**src/rtl/jbi_pktin_dasm_if.sv**
```systemverilog
// rtl/jbi_pktin_dasm_if.sv - JBus pin sample inputs and packet-out beat stream for jbi_pktin_dasm
// The slave side is the disassembler; the master side drives the pins and consumes the beats.
interface jbi_pktin_dasm_if;
  logic [7:0]   io_jbi_j_adtype;
  logic [127:0] io_jbi_j_ad;
  logic [3:0]   io_jbi_j_adp;
  logic         pktin_rdy;
  logic         pktin_vld;
  logic [127:0] pktin_data;
  logic         pktin_hdr;
  logic         pktin_last;
  logic [3:0]   pktin_type;
  logic         pktin_err_par;
  logic         pktin_err_proto;
  logic         pktin_err_ovf;
  logic [4:0]   pktin_level;

  modport master (
    output io_jbi_j_adtype, io_jbi_j_ad, io_jbi_j_adp, pktin_rdy,
    input  pktin_vld, pktin_data, pktin_hdr, pktin_last, pktin_type,
    input  pktin_err_par, pktin_err_proto, pktin_err_ovf, pktin_level
  );

  modport slave (
    input  io_jbi_j_adtype, io_jbi_j_ad, io_jbi_j_adp, pktin_rdy,
    output pktin_vld, pktin_data, pktin_hdr, pktin_last, pktin_type,
    output pktin_err_par, pktin_err_proto, pktin_err_ovf, pktin_level
  );
endinterface

```
**src/rtl/jbi_pktin_dasm.sv**
```systemverilog
// rtl/jbi_pktin_dasm.sv - JBus inbound cycle disassembler with a 16-entry packet staging FIFO
// Beats are staged at a speculative pointer and become visible only when the packet completes cleanly.
module jbi_pktin_dasm (
  input  logic            clk,
  input  logic            rst_l,
  jbi_pktin_dasm_if.slave bus
);
  typedef enum logic {ST_IDLE, ST_DATA} state_t;

  state_t       r_state;
  logic [7:0]   r_adtype;
  logic [127:0] r_ad;
  logic [3:0]   r_adp;
  logic [2:0]   r_cnt;
  logic         r_drop;
  logic [3:0]   r_pkt_type;
  logic [3:0]   r_wr_spec;
  logic [3:0]   r_wr_cmt;
  logic [3:0]   r_rd;
  logic [4:0]   r_level;
  logic         r_err_par;
  logic         r_err_proto;
  logic         r_err_ovf;

  logic [127:0] r_mem_data [16];
  logic         r_mem_hdr  [16];
  logic         r_mem_last [16];
  logic [3:0]   r_mem_type [16];

  logic         w_is_idle;
  logic         w_is_addr;
  logic         w_is_data;
  logic         w_par_ok;
  logic         w_type_ok;
  logic [3:0]   w_type;
  logic [2:0]   w_beats;

  assign w_is_idle = (r_adtype == 8'h00);
  assign w_is_addr = r_adtype[7];
  assign w_is_data = (r_adtype[7:6] == 2'b01);
  assign w_type    = r_adtype[3:0];

  // Odd parity per 32-bit lane; lane 0 also covers ADTYPE.
  assign w_par_ok = (^r_ad[31:0]   ^ r_adp[0] ^ (^r_adtype)) &
                    (^r_ad[63:32]  ^ r_adp[1]) &
                    (^r_ad[95:64]  ^ r_adp[2]) &
                    (^r_ad[127:96] ^ r_adp[3]);

  always_comb begin
    w_type_ok = 1'b1;
    w_beats   = 3'd0;
    case (w_type)
      4'h1:    w_beats = 3'd0;
      4'h2:    w_beats = 3'd4;
      4'h3:    w_beats = 3'd1;
      4'h4:    w_beats = 3'd4;
      default: w_type_ok = 1'b0;
    endcase
  end

  logic         w_vld;
  logic         w_pop;
  logic         w_we;
  logic [3:0]   w_wptr;
  logic         w_whdr;
  logic         w_wlast;
  logic [3:0]   w_wtype;
  logic [3:0]   w_base;
  logic [3:0]   w_uncmt;
  logic [4:0]   w_free;
  logic         w_ovf_hit;
  logic [3:0]   w_spec_nxt;
  logic [3:0]   w_cmt_nxt;
  logic [3:0]   w_ncommit;
  state_t       w_state_nxt;
  logic [2:0]   w_cnt_nxt;
  logic         w_drop_nxt;
  logic [3:0]   w_type_nxt;
  logic         w_par_err;
  logic         w_proto_err;
  logic         w_ovf_err;

  assign w_vld = (r_level != 5'd0);
  assign w_pop = w_vld & bus.pktin_rdy;

  always_comb begin
    w_we        = 1'b0;
    w_wptr      = r_wr_spec;
    w_whdr      = 1'b0;
    w_wlast     = 1'b0;
    w_wtype     = r_pkt_type;
    w_spec_nxt  = r_wr_spec;
    w_cmt_nxt   = r_wr_cmt;
    w_state_nxt = r_state;
    w_cnt_nxt   = r_cnt;
    w_drop_nxt  = r_drop;
    w_type_nxt  = r_pkt_type;
    w_par_err   = 1'b0;
    w_proto_err = 1'b0;
    w_ovf_err   = 1'b0;
    w_base      = r_wr_spec;
    w_uncmt     = r_wr_spec - r_wr_cmt;
    // An address cycle that interrupts a packet discards the partial packet before it is judged.
    if (w_is_addr && (r_state == ST_DATA)) begin
      w_proto_err = 1'b1;
      w_base      = r_wr_cmt;
      w_uncmt     = 4'd0;
    end
    w_free    = 5'd16 - r_level - {1'b0, w_uncmt};
    w_ovf_hit = ({2'b00, w_beats} + 5'd1) > w_free;

    if (w_is_addr) begin
      w_spec_nxt  = w_base;
      w_state_nxt = ST_IDLE;
      w_cnt_nxt   = 3'd0;
      w_drop_nxt  = 1'b0;
      if (!w_type_ok) begin
        w_proto_err = 1'b1;
      end else begin
        w_type_nxt = w_type;
        w_par_err  = ~w_par_ok;
        w_ovf_err  = w_ovf_hit;
        if (w_beats != 3'd0) begin
          w_state_nxt = ST_DATA;
          w_cnt_nxt   = w_beats;
          w_drop_nxt  = ~w_par_ok | w_ovf_hit;
        end
        if (w_par_ok && !w_ovf_hit) begin
          w_we       = 1'b1;
          w_wptr     = w_base;
          w_whdr     = 1'b1;
          w_wlast    = (w_beats == 3'd0);
          w_wtype    = w_type;
          w_spec_nxt = w_base + 4'd1;
          if (w_beats == 3'd0) w_cmt_nxt = w_base + 4'd1;
        end
      end
    end else if (w_is_data) begin
      if (r_state == ST_IDLE) begin
        w_proto_err = 1'b1;
      end else begin
        w_cnt_nxt = r_cnt - 3'd1;
        if (r_cnt == 3'd1) w_state_nxt = ST_IDLE;
        if (!r_drop) begin
          if (!w_par_ok) begin
            w_par_err  = 1'b1;
            w_spec_nxt = r_wr_cmt;
            w_drop_nxt = 1'b1;
          end else begin
            w_we       = 1'b1;
            w_wlast    = (r_cnt == 3'd1);
            w_spec_nxt = r_wr_spec + 4'd1;
            if (r_cnt == 3'd1) w_cmt_nxt = r_wr_spec + 4'd1;
          end
        end
      end
    end else if (!w_is_idle) begin
      w_proto_err = 1'b1;
    end
  end

  assign w_ncommit = w_cmt_nxt - r_wr_cmt;

  always_ff @(posedge clk or negedge rst_l) begin
    if (!rst_l) begin
      r_adtype    <= 8'h00;
      r_ad        <= '0;
      r_adp       <= 4'h0;
      r_state     <= ST_IDLE;
      r_cnt       <= 3'd0;
      r_drop      <= 1'b0;
      r_pkt_type  <= 4'h0;
      r_wr_spec   <= 4'd0;
      r_wr_cmt    <= 4'd0;
      r_rd        <= 4'd0;
      r_level     <= 5'd0;
      r_err_par   <= 1'b0;
      r_err_proto <= 1'b0;
      r_err_ovf   <= 1'b0;
    end else begin
      r_adtype    <= bus.io_jbi_j_adtype;
      r_ad        <= bus.io_jbi_j_ad;
      r_adp       <= bus.io_jbi_j_adp;
      r_state     <= w_state_nxt;
      r_cnt       <= w_cnt_nxt;
      r_drop      <= w_drop_nxt;
      r_pkt_type  <= w_type_nxt;
      r_wr_spec   <= w_spec_nxt;
      r_wr_cmt    <= w_cmt_nxt;
      r_rd        <= r_rd + {3'd0, w_pop};
      r_level     <= r_level + {1'b0, w_ncommit} - {4'd0, w_pop};
      r_err_par   <= w_par_err;
      r_err_proto <= w_proto_err;
      r_err_ovf   <= w_ovf_err;
    end
  end

  always_ff @(posedge clk) begin
    if (w_we) begin
      r_mem_data[w_wptr] <= r_ad;
      r_mem_hdr[w_wptr]  <= w_whdr;
      r_mem_last[w_wptr] <= w_wlast;
      r_mem_type[w_wptr] <= w_wtype;
    end
  end

  assign bus.pktin_vld       = w_vld;
  assign bus.pktin_data      = w_vld ? r_mem_data[r_rd] : 128'd0;
  assign bus.pktin_hdr       = w_vld ? r_mem_hdr[r_rd]  : 1'b0;
  assign bus.pktin_last      = w_vld ? r_mem_last[r_rd] : 1'b0;
  assign bus.pktin_type      = w_vld ? r_mem_type[r_rd] : 4'h0;
  assign bus.pktin_err_par   = r_err_par;
  assign bus.pktin_err_proto = r_err_proto;
  assign bus.pktin_err_ovf   = r_err_ovf;
  assign bus.pktin_level     = r_level;
endmodule

```
**src/flat_wrapper.sv**
```systemverilog
// flat-port wrapper written by rule: the top's interface ports become plain ports
module jbi_pktin_dasm_flat 
  (clk, rst_l, bus_io_jbi_j_adtype, bus_io_jbi_j_ad, bus_io_jbi_j_adp, bus_pktin_rdy, bus_pktin_vld, bus_pktin_data, bus_pktin_hdr, bus_pktin_last, bus_pktin_type, bus_pktin_err_par, bus_pktin_err_proto, bus_pktin_err_ovf, bus_pktin_level);
  jbi_pktin_dasm_if bus_i ();
  input  logic clk;
  input  logic rst_l;
  input wire logic [$bits(bus_i.io_jbi_j_adtype)-1:0] bus_io_jbi_j_adtype;
  input wire logic [$bits(bus_i.io_jbi_j_ad)-1:0] bus_io_jbi_j_ad;
  input wire logic [$bits(bus_i.io_jbi_j_adp)-1:0] bus_io_jbi_j_adp;
  input wire logic [$bits(bus_i.pktin_rdy)-1:0] bus_pktin_rdy;
  output wire logic [$bits(bus_i.pktin_vld)-1:0] bus_pktin_vld;
  output wire logic [$bits(bus_i.pktin_data)-1:0] bus_pktin_data;
  output wire logic [$bits(bus_i.pktin_hdr)-1:0] bus_pktin_hdr;
  output wire logic [$bits(bus_i.pktin_last)-1:0] bus_pktin_last;
  output wire logic [$bits(bus_i.pktin_type)-1:0] bus_pktin_type;
  output wire logic [$bits(bus_i.pktin_err_par)-1:0] bus_pktin_err_par;
  output wire logic [$bits(bus_i.pktin_err_proto)-1:0] bus_pktin_err_proto;
  output wire logic [$bits(bus_i.pktin_err_ovf)-1:0] bus_pktin_err_ovf;
  output wire logic [$bits(bus_i.pktin_level)-1:0] bus_pktin_level;
  assign bus_i.io_jbi_j_adtype = bus_io_jbi_j_adtype;
  assign bus_i.io_jbi_j_ad = bus_io_jbi_j_ad;
  assign bus_i.io_jbi_j_adp = bus_io_jbi_j_adp;
  assign bus_i.pktin_rdy = bus_pktin_rdy;
  assign bus_pktin_vld = bus_i.pktin_vld;
  assign bus_pktin_data = bus_i.pktin_data;
  assign bus_pktin_hdr = bus_i.pktin_hdr;
  assign bus_pktin_last = bus_i.pktin_last;
  assign bus_pktin_type = bus_i.pktin_type;
  assign bus_pktin_err_par = bus_i.pktin_err_par;
  assign bus_pktin_err_proto = bus_i.pktin_err_proto;
  assign bus_pktin_err_ovf = bus_i.pktin_err_ovf;
  assign bus_pktin_level = bus_i.pktin_level;
  jbi_pktin_dasm u_core (.clk(clk), .rst_l(rst_l), .bus(bus_i));
endmodule
```
**config.mk**
```make
export PLATFORM = sky130hd
export DESIGN_NAME = jbi_pktin_dasm_flat
export DESIGN_NICKNAME = d
export VERILOG_FILES = /design/src/rtl/jbi_pktin_dasm_if.sv /design/src/rtl/jbi_pktin_dasm.sv /design/src/flat_wrapper.sv
export SDC_FILE = /design/constraint.sdc
export NUM_CORES = 2
export LEC_CHECK = 0
export CORE_UTILIZATION = 46
export DETAILED_ROUTE_END_ITERATION = 12
export PLACE_DENSITY = 0.63
export SLEW_MARGIN = 20
export SYNTH_ARGS = -nofsm -noshare
export SYNTH_HDL_FRONTEND = slang
export SYNTH_SLANG_ARGS = --single-unit
```
**constraint.sdc**
```tcl
create_clock -name clk -period 15.4 [get_ports clk]
set_input_delay 2.31 -clock clk [delete_from_list [all_inputs] [get_ports clk]]
set_output_delay 2.31 -clock clk [all_outputs]
set_load 0.05 [all_outputs]
```
==> impl_results.md <==
* Layout Cells excl Fill at 6820
* Pwr Total at 19.2 mW
* # IOs at 286
* Largest net degree at the start of global routing at 153
* Vias at ~40000
* Core box area at about 190000 um^2
* Worst path required time at 13090 ps
* CTS Buf Count at approximately 230
* Clock Tree Buf Depth at 3
* Final setup viols at 0
* Asr flop ratio synth at 0.0731
* Crit path max fanout at 45
* Synth Instances at 3700
* RSZ-0062 raised after global routing: no
* Worst hold path type: flip-flop to flip-flop
* Yosys reg bits at 2313
* FF-to-FF path depth at 16
* Final WL at around 210000 um
* Avg WL per Cell at 30.1 um
* Syn Area/Cell at 23.9 um^2
* Area delta synth->final at 15.4%
* Clock-pin slew on the worst setup and hold paths at around 60 ps
* Slew at the pin closest to its max-slew limit at 1150 ps
* EDFF count, synth at 2144
* Remaining Overflow, GRT at 0
* Max-capacitance violation count at 0
* CTS tree: yes
* Filler instances at 14500
* Hold depth at 2
* Hold slack final at 486 ps
* Peak Freq at roughly 120 MHz
* Share of cells above drive strength 1 at 0.256
* Max_slew headroom at 0.233
* Clk root buf: clkbuf_16
* Clock sinks at about 2300
* Die X at 440 um
* Post-Syn Nets at 3886
* Initial Util at 0.464
* ANT nets after route at 0
* Post-synth cell types at 58
* Final Hold Fails at 0
* Post-synthesis sequential area ratio at 0.776
* Detailed-router iteration count before antenna repair at 5
* Rows at between 150 and 200
* Htree depth at 4
* Setup TNS at 0 ps
* P_leak at 32.3 nW
* PD cells at ~190 nW/um^2
* Placement Setup Slack at ~7500 ps
* Skew-Pair Late Insertion Delay at between 800 and 900 ps
* CP Capture Type: output port
* Tot GR Track Use at 0.214
* GPL Wtd Cong at 0.759
* Vias/cell at 5.83
* CTS resizes at 0
* # DRC at 0
* Worst setup SP type: flip-flop
* Global-route wire length before repair at 295000 um
* YS warnings at 0
* Hold Buf Count CTS at 0
* Outcome: finished, final reports clean
* Area of the multi-input gates at 19100 um^2
* DR iter-0 viols at 4265
* Critical path start-end classification: flip-flop to output port
* NumNets Final at 4292
* Minimum clock period at roughly 8000 ps
* Number of global-route vias before repair at 41400
* Dpl hpwl at 100000 um
* Die height at 440 um
* Die area at 194000 um^2
* Worst EP arrival at 5760 ps
* Main synth FF type: edfxtp_1
* Worst IR Drop VDD at 179 uV
* Final Slew Violations at 0
* Clk_skew at 33.9 ps
* Initial antenna violation count at 10
* Post-synthesis cell area at between 80000 and 90000 um^2
* Number of buffers added on ports at about 290
* R2R Setup Slk at 7490 ps
* # placed instances at 6388
* Final Cycle Share at 0.524
* Reg area at 68600 um^2
* Fin worst setup slack at 7330 ps
* Post-CTS Setup Bufs at 0
through the flow:
step                 util  instance area (um^2)
floorplan               -                 88400
global placement    0.496                 94500
detailed placement  0.496                 94600
CTS                 0.535                102000
global route        0.535                102000
finish              0.535                102000
final cells by class:
type                       instances  share of cell area
tap                             2511              0.0308
multi-input combinational       1169               0.187
sequential                      2313               0.673
inverter                          41             0.00151
antenna                            3           0.0000736
clock buffer                     322              0.0624
timing repair buffer             354              0.0350
clock inverter                   107              0.0106
sequential cells by signal, indices dropped and copies added, names as in the netlist:
signal and count:
u_core.bus.pktin_err_ovf 1, u_core.r_pkt_type 4, u_core.r_mem_last 16, u_core.r_mem_data 2048, u_core.r_cnt 3, u_core.bus.pktin_level 5
u_core.r_mem_type 64, u_core.r_state 1, u_core.r_wr_spec 4, u_core.bus.pktin_err_proto 1, u_core.bus.pktin_err_par 1, u_core.r_mem_hdr 16
u_core.r_rd 4, u_core.r_adtype 8, u_core.r_ad 128, u_core.r_wr_cmt 4, u_core.r_drop 1, u_core.r_adp 4
worst paths after layout:
kind,start,to
min in group asynchronous,rst_l,u_core.r_ad[12]$_DFF_PN0_
min reg2reg,u_core.r_pkt_type[3]$_DFFE_PN0P_,u_core.r_pkt_type[3]$_DFFE_PN0P_
min,u_core.r_pkt_type[3]$_DFFE_PN0P_,u_core.r_pkt_type[3]$_DFFE_PN0P_
max in group asynchronous,rst_l,u_core.r_ad[77]$_DFF_PN0_
max reg2reg,u_core.r_adtype[7]$_DFF_PN0_,u_core.r_mem_data[2][92]$_DFFE_PP_
max,u_core.r_rd[0]$_DFF_PN0_,bus_pktin_data[15]
worst max-delay path: stages (launching register included):
cell             delay (ps)
dfrtp_4                1050
buf_4                   900
buf_4                   850
mux4_2                  620
mux4_2                  530
nor2b_1                 160
clkdlybuf4s50_1         740
report_power, final:
group	internal [mW]	total [mW]	switching (mW)	leakage, nW
registers	6.96	7.20	0.239	21.2
logic	2.88	6.49	3.61	7.46
clock network	3.14	5.50	2.36	3.61
total	13.0	19.2	6.21	32.3
cell usage after synthesis, types with 4 or more instances:
master | count | area [um^2]
xor2_1 | 22 | 193
mux2_2 | 4 | 45.0
a21oi_1 | 17 | 85.1
buf_1 | 44 | 165
nor2_1 | 27 | 101
a21o_1 | 6 | 45.0
xnor2_1 | 122 | 1070
ha_1 | 39 | 488
nor3_1 | 5 | 25.0
dfrtp_1 | 169 | 4230
nand2_1 | 26 | 97.6
nor2b_1 | 139 | 870
mux4_2 | 670 | 15100
fa_1 | 4 | 80.1
xnor3_1 | 4 | 90.1
edfxtp_1 | 2144 | 64400
mux2i_1 | 15 | 150
buf_2 | 5 | 25.0
nand3_1 | 7 | 35.0
o21ai_0 | 15 | 75.1
inv_1 | 41 | 154
clkbuf_1 | 126 | 473
placed cells by master, fill, tap and decap left out, types with 4 or more instances in the layout:
cell,count
nor2_1,14
xnor3_1,4
clkbuf_16,230
dfrtp_4,4
fa_1,4
xor2_1,22
edfxtp_1,2144
inv_1,41
dfrtp_1,165
clkbuf_8,27
nand3_1,7
clkinv_1,38
nand2_1,26
nor2b_1,139
a21oi_1,17
clkinv_2,26
clkdlybuf4s50_1,284
o21ai_0,13
clkinvlp_4,10
buf_12,14
mux2_2,4
ha_1,39
bufinv_16,15
mux4_2,670
a21o_1,6
clkbuf_1,65
nor3_2,4
xnor2_1,122
buf_4,53
mux2i_1,15
inv_6,6
nor2_4,13
routing by layer:
metal  GRT usage  wire length [um]  vias to the layer above
met5           0                 9                        -
met4      0.0564              4440                        2
met3      0.0324             11700                      244
met2       0.342            101000                     1284
met1       0.310             88000                    21900
li1            -                 -                    16400
kinds of logic after synthesis:
group,share of synthesized area
multiplexers,0.173
AND/OR/NAND/NOR,0.0144
AO/OA/AOI/OAI,0.00490
adder cells (fa/ha/maj),0.00643
flip-flops,0.776
XOR/XNOR,0.0155
buffers and inverters,0.00950
No activity file was read; power rests on OpenSTA's default activity.
